$ cat src/rtl/operand_requester.sv
// Expands one operand request into per-beat VRF reads for vs1/vs2, each channel credit-limited.
// Define OPERAND_REQ_STALL_CNT_EN to build the credit-stall cycle counter on stall_cycles_o.
module operand_requester #(
  parameter int VLENB         = 32,
  parameter int VRFDataWidthB = 8,
  parameter int NrVReg        = 32,
  parameter int QueueDepth    = 4,
  parameter int VlBWidth      = $clog2(8*VLENB+1),
  parameter int AddrWidth     = $clog2(NrVReg*(VLENB/VRFDataWidthB))
) (
  input  logic                   clk_i,
  input  logic                   rst_i,
  input  logic                   op_req_valid_i,
  output logic                   op_req_ready_o,
  input  logic [4:0]             op_req_vs1_i,
  input  logic [4:0]             op_req_vs2_i,
  input  logic [1:0]             op_req_queue_req_i,
  input  logic [VlBWidth-1:0]    op_req_vlB_i,
  output logic [1:0]             vrf_req_valid_o,
  output logic [2*AddrWidth-1:0] vrf_req_addr_o,
  input  logic [1:0]             vrf_req_gnt_i,
  input  logic [1:0]             queue_pop_i,
  output logic                   busy_o,
  output logic [31:0]            stall_cycles_o
);

  localparam int BeatsPerVReg = VLENB / VRFDataWidthB;
  localparam int NrBeats      = NrVReg * BeatsPerVReg;
  localparam int MaxBeats     = 8 * BeatsPerVReg;
  localparam int CntW         = $clog2(MaxBeats + 1);
  localparam int CredW        = $clog2(QueueDepth + 1);

  typedef enum logic {IDLE, BUSY} state_e;

  state_e                     state_q, state_d;
  logic [1:0][4:0]            vs_q, vs_d;
  logic [1:0][CntW-1:0]       rem_q, rem_d;
  logic [1:0][CntW-1:0]       beat_q, beat_d;
  logic [1:0][CredW-1:0]      credit_q, credit_d;
  logic [1:0]                 fire;
  logic [1:0]                 pop_ok;
  logic                       accept;

  function automatic logic [CntW-1:0] ceil_beats(input logic [VlBWidth-1:0] vlb);
    logic [VlBWidth:0] sum;
    sum = {1'b0, vlb} + (VlBWidth+1)'(VRFDataWidthB - 1);
    return CntW'(sum / (VlBWidth+1)'(VRFDataWidthB));
  endfunction

  // Register groups running past the last register wrap back to v0.
  function automatic logic [AddrWidth-1:0] beat_addr(input logic [4:0] vs,
                                                     input logic [CntW-1:0] beat);
    logic [31:0] lin;
    lin = 32'(vs) * 32'(BeatsPerVReg) + 32'(beat);
    return AddrWidth'(lin % 32'(NrBeats));
  endfunction

  assign op_req_ready_o = (state_q == IDLE) && !rst_i;
  assign accept         = op_req_valid_i && op_req_ready_o;
  assign busy_o         = (state_q == BUSY);

  always_comb begin
    state_d         = state_q;
    vs_d            = vs_q;
    rem_d           = rem_q;
    beat_d          = beat_q;
    credit_d        = credit_q;
    fire            = '0;
    pop_ok          = '0;
    vrf_req_valid_o = '0;
    vrf_req_addr_o  = '0;

    for (int c = 0; c < 2; c++) begin
      vrf_req_valid_o[c] = (state_q == BUSY) && (rem_q[c] != '0) && (credit_q[c] != '0);
      if (state_q == BUSY)
        vrf_req_addr_o[c*AddrWidth +: AddrWidth] = beat_addr(vs_q[c], beat_q[c]);
      fire[c]     = vrf_req_valid_o[c] && vrf_req_gnt_i[c];
      pop_ok[c]   = queue_pop_i[c] && (credit_q[c] != CredW'(QueueDepth));
      credit_d[c] = credit_q[c] + CredW'(pop_ok[c]) - CredW'(fire[c]);
      if (fire[c]) begin
        rem_d[c]  = rem_q[c] - CntW'(1);
        beat_d[c] = beat_q[c] + CntW'(1);
      end
    end

    case (state_q)
      IDLE: begin
        if (accept) begin
          vs_d[0] = op_req_vs1_i;
          vs_d[1] = op_req_vs2_i;
          for (int c = 0; c < 2; c++) begin
            rem_d[c]  = op_req_queue_req_i[c] ? ceil_beats(op_req_vlB_i) : '0;
            beat_d[c] = '0;
          end
          if (rem_d != '0) state_d = BUSY;
        end
      end
      BUSY: begin
        if (rem_d == '0) state_d = IDLE;
      end
      default: state_d = IDLE;
    endcase
  end

  always_ff @(posedge clk_i) begin
    if (rst_i) begin
      state_q <= IDLE;
      rem_q   <= '0;
      beat_q  <= '0;
      for (int c = 0; c < 2; c++) credit_q[c] <= CredW'(QueueDepth);
    end else begin
      state_q  <= state_d;
      rem_q    <= rem_d;
      beat_q   <= beat_d;
      credit_q <= credit_d;
    end
  end

  // Source register numbers only matter while BUSY, so they carry no reset.
  always_ff @(posedge clk_i) begin
    vs_q <= vs_d;
  end

`ifdef OPERAND_REQ_STALL_CNT_EN
  logic [31:0] stall_q;
  logic        stall_now;

  function automatic logic [31:0] sat_inc(input logic [31:0] v);
    return (v == 32'hFFFF_FFFF) ? v : v + 32'd1;
  endfunction

  always_comb begin
    stall_now = 1'b0;
    for (int c = 0; c < 2; c++)
      if ((rem_q[c] != '0) && (credit_q[c] == '0)) stall_now = 1'b1;
    stall_now = stall_now && (state_q == BUSY);
  end

  always_ff @(posedge clk_i) begin
    if (rst_i)          stall_q <= '0;
    else if (stall_now) stall_q <= sat_inc(stall_q);
  end

  assign stall_cycles_o = stall_q;
`else
  assign stall_cycles_o = '0;
`endif

`ifndef SYNTHESIS
  // A pop with every slot already free has no entry to release.
  always @(posedge clk_i) begin
    if (!rst_i)
      for (int c = 0; c < 2; c++)
        assert (!(queue_pop_i[c] && (credit_q[c] == CredW'(QueueDepth))))
          else $warning("operand_requester: pop on channel %0d ignored at full credit", c);
  end
`endif

endmodule

$ cat config.mk
export PLATFORM = sky130hd
export DESIGN_NAME = operand_requester
export DESIGN_NICKNAME = d
export VERILOG_FILES = /design/src/rtl/operand_requester.sv
export SDC_FILE = /design/constraint.sdc
export NUM_CORES = 1
export LEC_CHECK = 0
export ABC_CLOCK_PERIOD_IN_PS = 6300
export BUFFER_PORTS_ARGS = -buffer_cell sky130_fd_sc_hd__clkbuf_2
export CAP_MARGIN = 40
export CORE_MARGIN = 2
export CORE_UTILIZATION = 55
export CTS_CLUSTER_SIZE = 16
export DETAILED_ROUTE_END_ITERATION = 8
export PLACE_DENSITY_LB_ADDON = 0.05
export SYNTH_ARGS = -nofsm -noshare
export SYNTH_HDL_FRONTEND = slang
export SYNTH_SLANG_ARGS = --single-unit
$ cat constraint.sdc
create_clock -name clk_i -period 6.3 [get_ports clk_i]
set_clock_uncertainty 0.05 [all_clocks]
set_input_delay 0.315 -clock clk_i [delete_from_list [all_inputs] [get_ports clk_i]]
set_output_delay 0.315 -clock clk_i [all_outputs]
set_load 0.02 [all_outputs]
# --- After elaboration in Yosys (flattened, before gate mapping) ---
# Cells that the tools add are included.
word_totals:
  ff_bits: 41
  latchBits: 0
  ramBits: 0
  romBits: 0
  input_bits: 28
  out_inout_bits: 50
  elab_cells: 57
  memories: 0
op_classes:
  addsub: 11
  multipliers: 0
  div: 0
  order_cmp: 0
  eq_ne: 2
  shifts: 0
  mux: 16
  bitwise: 1
  reduce_logical: 18
ops:
  columns: ["operator", "count"]
  rows:
  - ["$mux W12", 4]
  - ["$mux W6", 6]
  - ["$add A7 B6 Y7", 2]
  - ["$mux W7", 2]
  - ["$add A6 B1 Y6 const B", 2]
  - ["$logic_not A12 Y1", 1]
  - ["$reduce_bool A12 Y1", 1]
  - ["$reduce_bool A6 Y1", 2]
  - ["$sub A6 B1 Y6 const B", 2]
  - ["$logic_and A1 B1 Y1", 10]
  - ["$add A9 B3 Y9 const B", 1]
  - ["$add A3 B1 Y3", 2]
  - ["$ne A3 B3 Y1 const B", 2]
  - ["$reduce_bool A3 Y1", 2]
  - ["$sub A3 B1 Y3", 2]
  - ["$mux W1", 3]
  - ["$pmux W1 S2", 1]
  - ["$reduce_and A2 Y1", 1]
  - ["$logic_not A1 Y1", 1]
  - ["$not A1 Y1", 1]

# --- Logic depth before layout (Yosys ltp) ---
# Gate-level depths: netlist (run 1).
depth:
  depth_word: 8
  depth_mapped: 13
  ltp_nobuf: 12

# --- Least setup slack after synthesis (run 1) ---
# OpenSTA, ideal clock, no wires.
synth_path:
  path_type: "register to register"
  startpoint: "register rem_q[6] (netlist name)"
  endpoint: "register credit_q[5] (netlist name)"
  setup_ns: 0.117
  arrival_ns: 2.419
  required_time_ns: 6.133
  slack_ns: 3.714
  path_stages_with_launch: 14
  cell_sequence: "dfxtp_1 -> inv_1 -> ha_1 -> nor3b_2 -> a21oi_1 -> buf_2 -> ha_1 -> inv_1 -> ha_1 -> inv_1 -> fa_1 -> xor2_1 -> xnor2_1 -> nand2b_1"
synth_between:
  elab_chain_cells: 5
synth_rtl:
  columns: ["item", "line", "rtl"]
  rows:
  - ["from (decl)", "37", "logic [1:0][CntW-1:0] rem_q, rem_d;"]
  - ["from (signal assigned)", "113", "rem_q <= rem_d;"]
  - ["$reduce_bool A6 Y1", "74", "vrf_req_valid_o[c] = (state_q == BUSY) && (rem_q[c] != '0) && (credit_q[c] != '0);"]
  - ["$logic_and A1 B1 Y1 (2 in a row)", "74", null]
  - ["$logic_and A1 B1 Y1", "77", "fire[c] = vrf_req_valid_o[c] && vrf_req_gnt_i[c];"]
  - ["$sub A3 B1 Y3", "79", "credit_d[c] = credit_q[c] + CredW'(pop_ok[c]) - CredW'(fire[c]);"]
  - ["to (signal assigned)", "115", "credit_q <= credit_d;"]
  - ["to (decl)", "39", "logic [1:0][CredW-1:0] credit_q, credit_d;"]
# No other way between the ends.
# A chain may end at the register's enable or synchronous reset.

# --- Worst setup path after layout (run 1) ---
layout_path:
  startpoint: "register state_q, in the netlist busy_o"
  endpoint: "register credit_q[5] (netlist name)"
layout_between:
  elab_chain_cells: 4
layout_rtl:
  columns: ["item", "line", "rtl"]
  rows:
  - ["from (decl)", "35", "state_e state_q, state_d;"]
  - ["from (signal assigned)", "112", "state_q <= state_d;"]
  - ["$logic_and A1 B1 Y1 (2 in a row)", "74", null]
  - ["$logic_and A1 B1 Y1", "77", null]
  - ["$sub A3 B1 Y3", "79", null]
# No other way between the ends.

==> run metrics, run 1 <==
Post-Place Setup Slack=approximately 3.4 ns; Critical R2R Launch=busy_o; Buf+Inv Stages, Crit Path=2; routability cong.=0.903; CTS tree=done; # IOs=78; # rows=25; CP arrival=~3.0 ns; DRC viols=0; delay of the slowest critical-path stage=0.69 ns; Die H=75.3 µm; global-route usage over all layers=0.191; worst reg2reg setup slack=3.43 ns; worst-path cell chain=o311ai_2 > a21oi_1 > ha_1 > inv_1 > ha_1 > inv_1 > fa_1 > xor2_1 > xnor2_1 > nand2b_1; critical path peak fanout=17; CP Capture Type=register; post-cts sizing count=0; part of the power in the clock network=0.286; top-area cell type share of the netlist area=0.222; slowest CP cell=dfxtp_1; required time of the critical path=6.44 ns; yosys warns=0; TNS Setup=0 ns; initial antenna violation count=0; most common cell after layout, fill and taps aside=clkbuf_2; CTS Buf Count=5; top_reg_cell synth=dfxtp_1; Worst-path clk slew=0.08 ns; Worst slew margin=0.561; first-pass GRT wire length=between 8000 and 9000 µm; Port-buffer cells=45; Post-Syn Area=approximately 2800 µm²; largest net degree at the start of global routing=20; final net count=405; sequential share of power=0.443; crit start category=register; via count=2,127; layout cells sized above 1=0.179; Worst Setup SP=busy_o; worst hold path type=input port to register; Final Cycle Share=0.455; ys async rst share=0; commonest non-fill, non-tap cells in the layout=45 x clkbuf_2, 34 x nor2_1, 32 x conb_1; register bit total from synthesis=41; end point of the critical path=credit_q[5]; Starting Density=0.580; fillcell total=~440; syn_area_per_cell=8.99 µm²; Slew Limit Fails=0; LEAKAGE=approximately 1.3 nW; MaxCap Viol Count=0; Inserted Diodes=0; CTS Sinks=41; routed wire length=5160 µm; DRT antenna net count=0; root buffer selected by CTS=clkbuf_8; RSZ-0062 raised after global routing=false; Mapped Cells=311; H-tree Lvls=2; Area contributors post-synth=dfxtp_1 22%, edfxtp_1 11%, buf_4 8.6%; total power=0.735 mW; cells on worst reg2reg path=10; DRT Pass-1 Iters=4; Largest delay share family, worst path=adder cells; Max Fclk=349 MHz; Synth cell types=50; Internal Power=0.493 mW; HPWL after DPL=3950 µm; Die Footprint=5670 µm²; Die X=75.3 µm; crit path time final=approximately 2.9 ns; Area Growth Syn to Fin=9.76%; WL per Instance=around 12 µm; Combinational Power Share=0.271; EDFF count, synth=10; status=completed; clock buffer depth=2; vias per cell=between 5 and 6; core footprint=4820 µm²; path type of the worst setup path=register to register; Power Density=240 nW/µm²; net switching power=0.242 mW; sw frac=0.329; vias in the first global route=approximately 1,900; top cell type by total area after synthesis=dfxtp_1; FF-to-FF End=credit_q[5]; total grt overflow=0; endpoints failing hold=0; hold_buf cts=0; Post-CTS Repair Setup Buffers=0; final setup vio count=0; VDD IR max=0.000155 V; Crit path depth=10; register area share after synthesis=0.329; Slew @ Worst Pin=0.657 ns; DRT iter0 DRCs=80; clk_lat worst skew=0.29 ns; Final Worst Setup Slack=3.43 ns
## area by class of cell
class	count	area, µm²	area share
clock buffers	5	68.8	0.0224
repair buffers	46	233	0.0759
clock inverters	3	41.3	0.0135
flip-flops and latches	41	921	0.300
well taps	67	83.8	0.0273
multi-input cells	252	1680	0.549
inverters	10	37.5	0.0122
## layer usage
metal / GRT usage / part of all wire / vias to the layer above
li1: - / - / 1093
met1: 0.233 / 0.46 / 973
met2: 0.336 / 0.48 / 57
met3: 0.0423 / 0.052 / 4
met4: 0.0585 / 0.0093 / 0
met5: 0 / 0 / -
## worst reg2reg max path: stages, from the launching register on
cell and delay (ns):
dfxtp_1 0.69, o311ai_2 0.29, a21oi_1 0.46, ha_1 0.32
inv_1 0.06, ha_1 0.13, inv_1 0.05, fa_1 0.36
xor2_1 0.17, xnor2_1 0.13, nand2b_1 0.07
## power groups by stage
stage          Clock (mW)  Sequential [mW]  Combinational [mW]
2_1_floorplan           0            0.324               0.174
6_report            0.210            0.326               0.199
5_1_grt             0.227            0.331               0.225
3_5_place_dp            0            0.332               0.200
4_1_cts             0.216            0.326               0.202
3_3_place_gp            0            0.331               0.197
## per-stage QoR
step	instances	hold WS, ns	area (µm²)	util
2_1_floorplan	342	0.364	2910	-
3_3_place_gp	415	0.431	2950	0.612
3_5_place_dp	416	0.444	2960	0.614
4_1_cts	424	0.132	3070	0.637
5_1_grt	424	0.124	3070	0.637
6_report	424	0.139	3070	0.637
## worst min-delay path by stage
stage / start / end / slack [ns] / cells past startpoint
2_1_floorplan: op_req_vs1_i[0] / vs_q[0] / 0.36 / 0
5_1_grt: op_req_vs1_i[3] / vs_q[3] / 0.12 / 1
6_report: op_req_vs1_i[2] / vs_q[2] / 0.14 / 1
4_1_cts: op_req_vs1_i[2] / vs_q[2] / 0.13 / 1
3_3_place_gp: beat_q[5] / beat_q[5] / 0.43 / 2
3_5_place_dp: op_req_vs1_i[2] / vs_q[2] / 0.44 / 1
## Yosys cell counts (5+ instances only)
master / instances
nor2_1: 34
buf_4: 32
dfxtp_1: 31
nand2_1: 25
xor2_1: 19
ha_1: 17
xnor2_1: 17
a21oi_1: 16
and2_1: 10
edfxtp_1: 10
inv_1: 9
a211oi_1: 6
nand3_1: 6
or3_1: 6
nand4_1: 5
o21ai_0: 5
## state kept, by name, summed over array words and instances, names as in the netlist
name      count
beat_q       12
busy_o        1
credit_q      6
rem_q        12
vs_q         10
## kinds of logic after synthesis
| group | count (synthesis) | share of synthesized area |
|---|---|---|
| flops | 41 | 0.329 |
| fa+ha+maj | 21 | 0.105 |
| other cells | 1 | 0.00134 |
| xor+xnor | 36 | 0.113 |
| buf+inv | 49 | 0.110 |
| simple gates | 110 | 0.202 |
| compound gates | 50 | 0.128 |
| mux | 3 | 0.0107 |
Note: power is estimated with default switching activity, not from simulation.
==> inputs of run 2 (changes only) <==
--- a/config.mk
+++ b/config.mk
@@ -5,11 +5,12 @@
 export SDC_FILE = /design/constraint.sdc
 export NUM_CORES = 1
 export LEC_CHECK = 0
-export ABC_CLOCK_PERIOD_IN_PS = 6300
+export ABC_AREA = 1
+export ABC_CLOCK_PERIOD_IN_PS = 2700
 export BUFFER_PORTS_ARGS = -buffer_cell sky130_fd_sc_hd__clkbuf_2
 export CAP_MARGIN = 40
 export CORE_MARGIN = 2
-export CORE_UTILIZATION = 55
+export CORE_UTILIZATION = 53
 export CTS_CLUSTER_SIZE = 16
 export DETAILED_ROUTE_END_ITERATION = 8
 export PLACE_DENSITY_LB_ADDON = 0.05
==> constraint.sdc (replaced) <==
create_clock -name clk_i -period 2.7 [get_ports clk_i]
set_clock_uncertainty 0.05 [all_clocks]
set_input_delay 0.135 -clock clk_i [delete_from_list [all_inputs] [get_ports clk_i]]
set_output_delay 0.135 -clock clk_i [all_outputs]
set_load 0.02 [all_outputs]
==> run metrics, run 2 <==
worst-path cell chain=inv_1 > ha_1 > nand3_1 > nand3_2 > inv_2 > ha_1 > inv_1 > ha_1 > inv_1 > fa_1 > or2_2 > nand3_1; initial antenna violation count=0 (unchanged); crit start category=register; critical path peak fanout=6 (-11); Synth Area in XOR/XNOR=0.0458 (-0.0670); Largest regs=beat_q x12, rem_q x12, vs_q x10; min-delay src=rst_i; VDD IR max=0.000337 V (+120%); top_reg_cell synth=dfxtp_1; worst reg2reg setup slack=0.35 ns (-3.09 ns); Die Footprint=6020 µm² (+6.2%); Worst-path clk slew=0.08 ns (about the same); delay of the slowest critical-path stage=0.37 ns (-0.32 ns); HPWL after DPL=4350 µm (+10%); net switching power=0.615 mW (+150%); MaxCap Viol Count=0 (unchanged); Die X=77.6 µm (+3.0%); post-cts sizing count=0 (unchanged); Worst Hold Path Cells=2 (+1); Die H=77.6 µm (+3.0%); mux share of post-synthesis cell area=0 (-0.0107); Slew Limit Fails=0 (unchanged); Synth Area in Simple Gates=0.250 (+0.0480); Post-Synth Adder-Cell Area=0.102 (-0.00270); CTS Sinks=41 (unchanged); top-count cell post-synth=nand2_1; syn_area_per_cell=7.28 µm² (-19%); Mapped Cells=394 (+27%); FF-to-FF End=credit_q[5]; largest net degree at the start of global routing=22 (+10%); cells on worst reg2reg path=12 (+2); first-pass GRT wire length=9720 µm (+18%); DRC viols=0 (unchanged); part of the power in the clock network=0.314 (+0.028); layout cells sized above 1=0.166 (-0.0137); Largest delay share family, worst path=adder cells; required time of the critical path=2.89 ns (-3.55 ns); top cell type by total area after synthesis=dfxtp_1; TNS Setup=0 ns (unchanged); root buffer selected by CTS=clkbuf_8; total power=1.87 mW (+150%); clk_lat worst skew=0.30 ns (about the same); ys async rst share=0 (unchanged); DRT antenna net count=0 (unchanged); top-area cell type share of the netlist area=0.216 (-0.00571); Area contributors post-synth=dfxtp_1 22%, nand2_1 11%, edfxtp_1 10%; CTS Buf Count=5 (unchanged); Synth cell types=34 (-32%); vias per cell=4.66 (-7.1%); CTS tree=done; Internal Power=1.26 mW (+150%); Synth Area in Compound Gates=0.103 (-0.0255); final setup vio count=0 (unchanged); H-tree Lvls=2 (unchanged); sw frac=0.329 (-0.000514); DRT Pass-1 Iters=4 (unchanged); DRT iter0 DRCs=140 (+75%); routed wire length=5680 µm (+10%); path type of the worst setup path=register to register; Max Fclk=425 MHz (+22%); endpoints failing hold=0 (unchanged); most common cell after layout, fill and taps aside=nand2_1; # rows=26 (+4.0%); top cells by count, synth=82 x nand2_1, 55 x inv_1, 46 x nor2_1, 32 x buf_4, 31 x dfxtp_1; WL per Instance=10.9 µm (-11%); status=completed; total grt overflow=0 (unchanged); vias in the first global route=2,271 (+22%); worst hold path type=input port to register; CP Capture Type=register; largest family of logic cells by synthesized area=simple AND/OR/NAND/NOR gates; EDFF count, synth=10 (unchanged); register area share after synthesis=0.321 (-0.00848); Power Density=570 nW/µm² (+140%); global-route usage over all layers=0.200 (+0.00959); slowest CP cell=fa_1; commonest non-fill, non-tap cells in the layout=82 x nand2_1, 55 x inv_1, 46 x nor2_1; Buf+Inv Stages, Crit Path=4 (+2); Area Growth Syn to Fin=14.3%; Port-buffer cells=45 (unchanged); register bit total from synthesis=41 (unchanged); RSZ-0062 raised after global routing=false; yosys warns=0 (unchanged); fillcell total=488 (+11%); routability cong.=0.802 (-11%); sequential share of power=0.396 (-0.047); Starting Density=0.555 (-0.0256); Final Cycle Share=0.871 (+0.416); core footprint=5170 µm² (+7.4%); via count=2,438 (+15%); LEAKAGE=1.79 nW (+34%); WHS Endpoint=credit_q[4]; CP arrival=2.54 ns (-0.47 ns); Critical R2R Launch=rem_q[6]; # IOs=78 (unchanged); Combinational Power Share=0.290 (+0.019); final net count=501 (+24%); clock buffer depth=2 (unchanged); crit path time final=2.35 ns (-0.513 ns); Inserted Diodes=0 (unchanged); Post-Syn Area=2870 µm² (+2.6%)
run 2: cell types whose count changed in the layout (fill, tap and decap cells not counted), sizes merged, moves of 6 or more:
cell and delta:
nor2 +15, nand2 +57, inv +52, or3 -6, a211oi -8, xnor2 -13
o21ai +24, nand3 +12, xor2 -8, dlygate4sd3 +10, and2 -10
run 2: per-stage QoR:
step	setup slack (ns)	util	instance area [µm²]	cells	hold slack [ns]
3_5_place_dp	0.405	0.589	3050	505	0.264
5_1_grt	0.157	0.634	3280	523	0.0913
2_1_floorplan	0.457	-	2990	425	0.184
3_3_place_gp	0.457	0.589	3050	505	0.263
6_report	0.347	0.634	3280	523	0.0717
4_1_cts	0.345	0.634	3280	523	0.0637
run 2: cells by family (layout without fill, tap and decap cells):
kind of cell / count (synthesis) / count (layout)
buf+inv: 100 / 128
fa+ha+maj: 21 / 21
xor+xnor: 15 / 15
compound gates: 51 / 51
other cells: 1 / 32
simple gates: 165 / 165
flops: 41 / 41
run 2: worst reg2reg max path, cell delays in order, from the launching register on:
cell	delay, ns
dfxtp_1	0.31
inv_1	0.15
ha_1	0.18
nand3_1	0.15
nand3_2	0.13
inv_2	0.07
ha_1	0.29
inv_1	0.06
ha_1	0.13
inv_1	0.04
fa_1	0.37
or2_2	0.30
nand3_1	0.06
run 2: power groups by stage:
stage	clock network (mW)	registers (mW)	logic, mW
3_3_place_gp	0	0.752	0.516
3_5_place_dp	0	0.754	0.527
6_report	0.587	0.741	0.542
5_1_grt	0.616	0.751	0.630
2_1_floorplan	0	0.746	0.453
4_1_cts	0.599	0.741	0.545
run 2: layout make-up:
cell class              instances  area [µm²]  share of cell area
multi-input cells             284        1560               0.475
flip-flops and latches         41         921               0.281
repair buffers                 58         348               0.106
inverters                      62         233              0.0709
well taps                      70        87.6              0.0267
clock buffers                   5        68.8              0.0210
clock inverters                 3        65.1              0.0198
run 2: worst max-delay path by stage:
stage                     startpoint           to  slack [ns]  depth (start not counted)
after floorplan               busy_o  credit_q[5]        0.46                         11
after global placement      rem_q[6]  credit_q[5]        0.46                         12
after detailed placement    rem_q[6]  credit_q[5]        0.41                         12
after CTS                   rem_q[6]  credit_q[5]        0.34                         12
after global routing        rem_q[6]  credit_q[5]        0.16                         12
final                       rem_q[6]  credit_q[5]        0.35                         12
run 2: routing by layer:
metal	vias up	wire, µm	share of wire	GRT usage
met2	68	2950	0.52	0.367
met5	-	0	0	0
li1	1290	-	-	-
met4	0	70	0.012	0.0786
met3	7	239	0.042	0.0291
met1	1073	2420	0.43	0.234
run 2: timing repair:
action | CTS | global route
endpoints found under the hold margin | 10 | 0
hold buffers | 10 | 0
endpoints found under the setup margin | 0 | 0
buffers inserted | 0 | 0
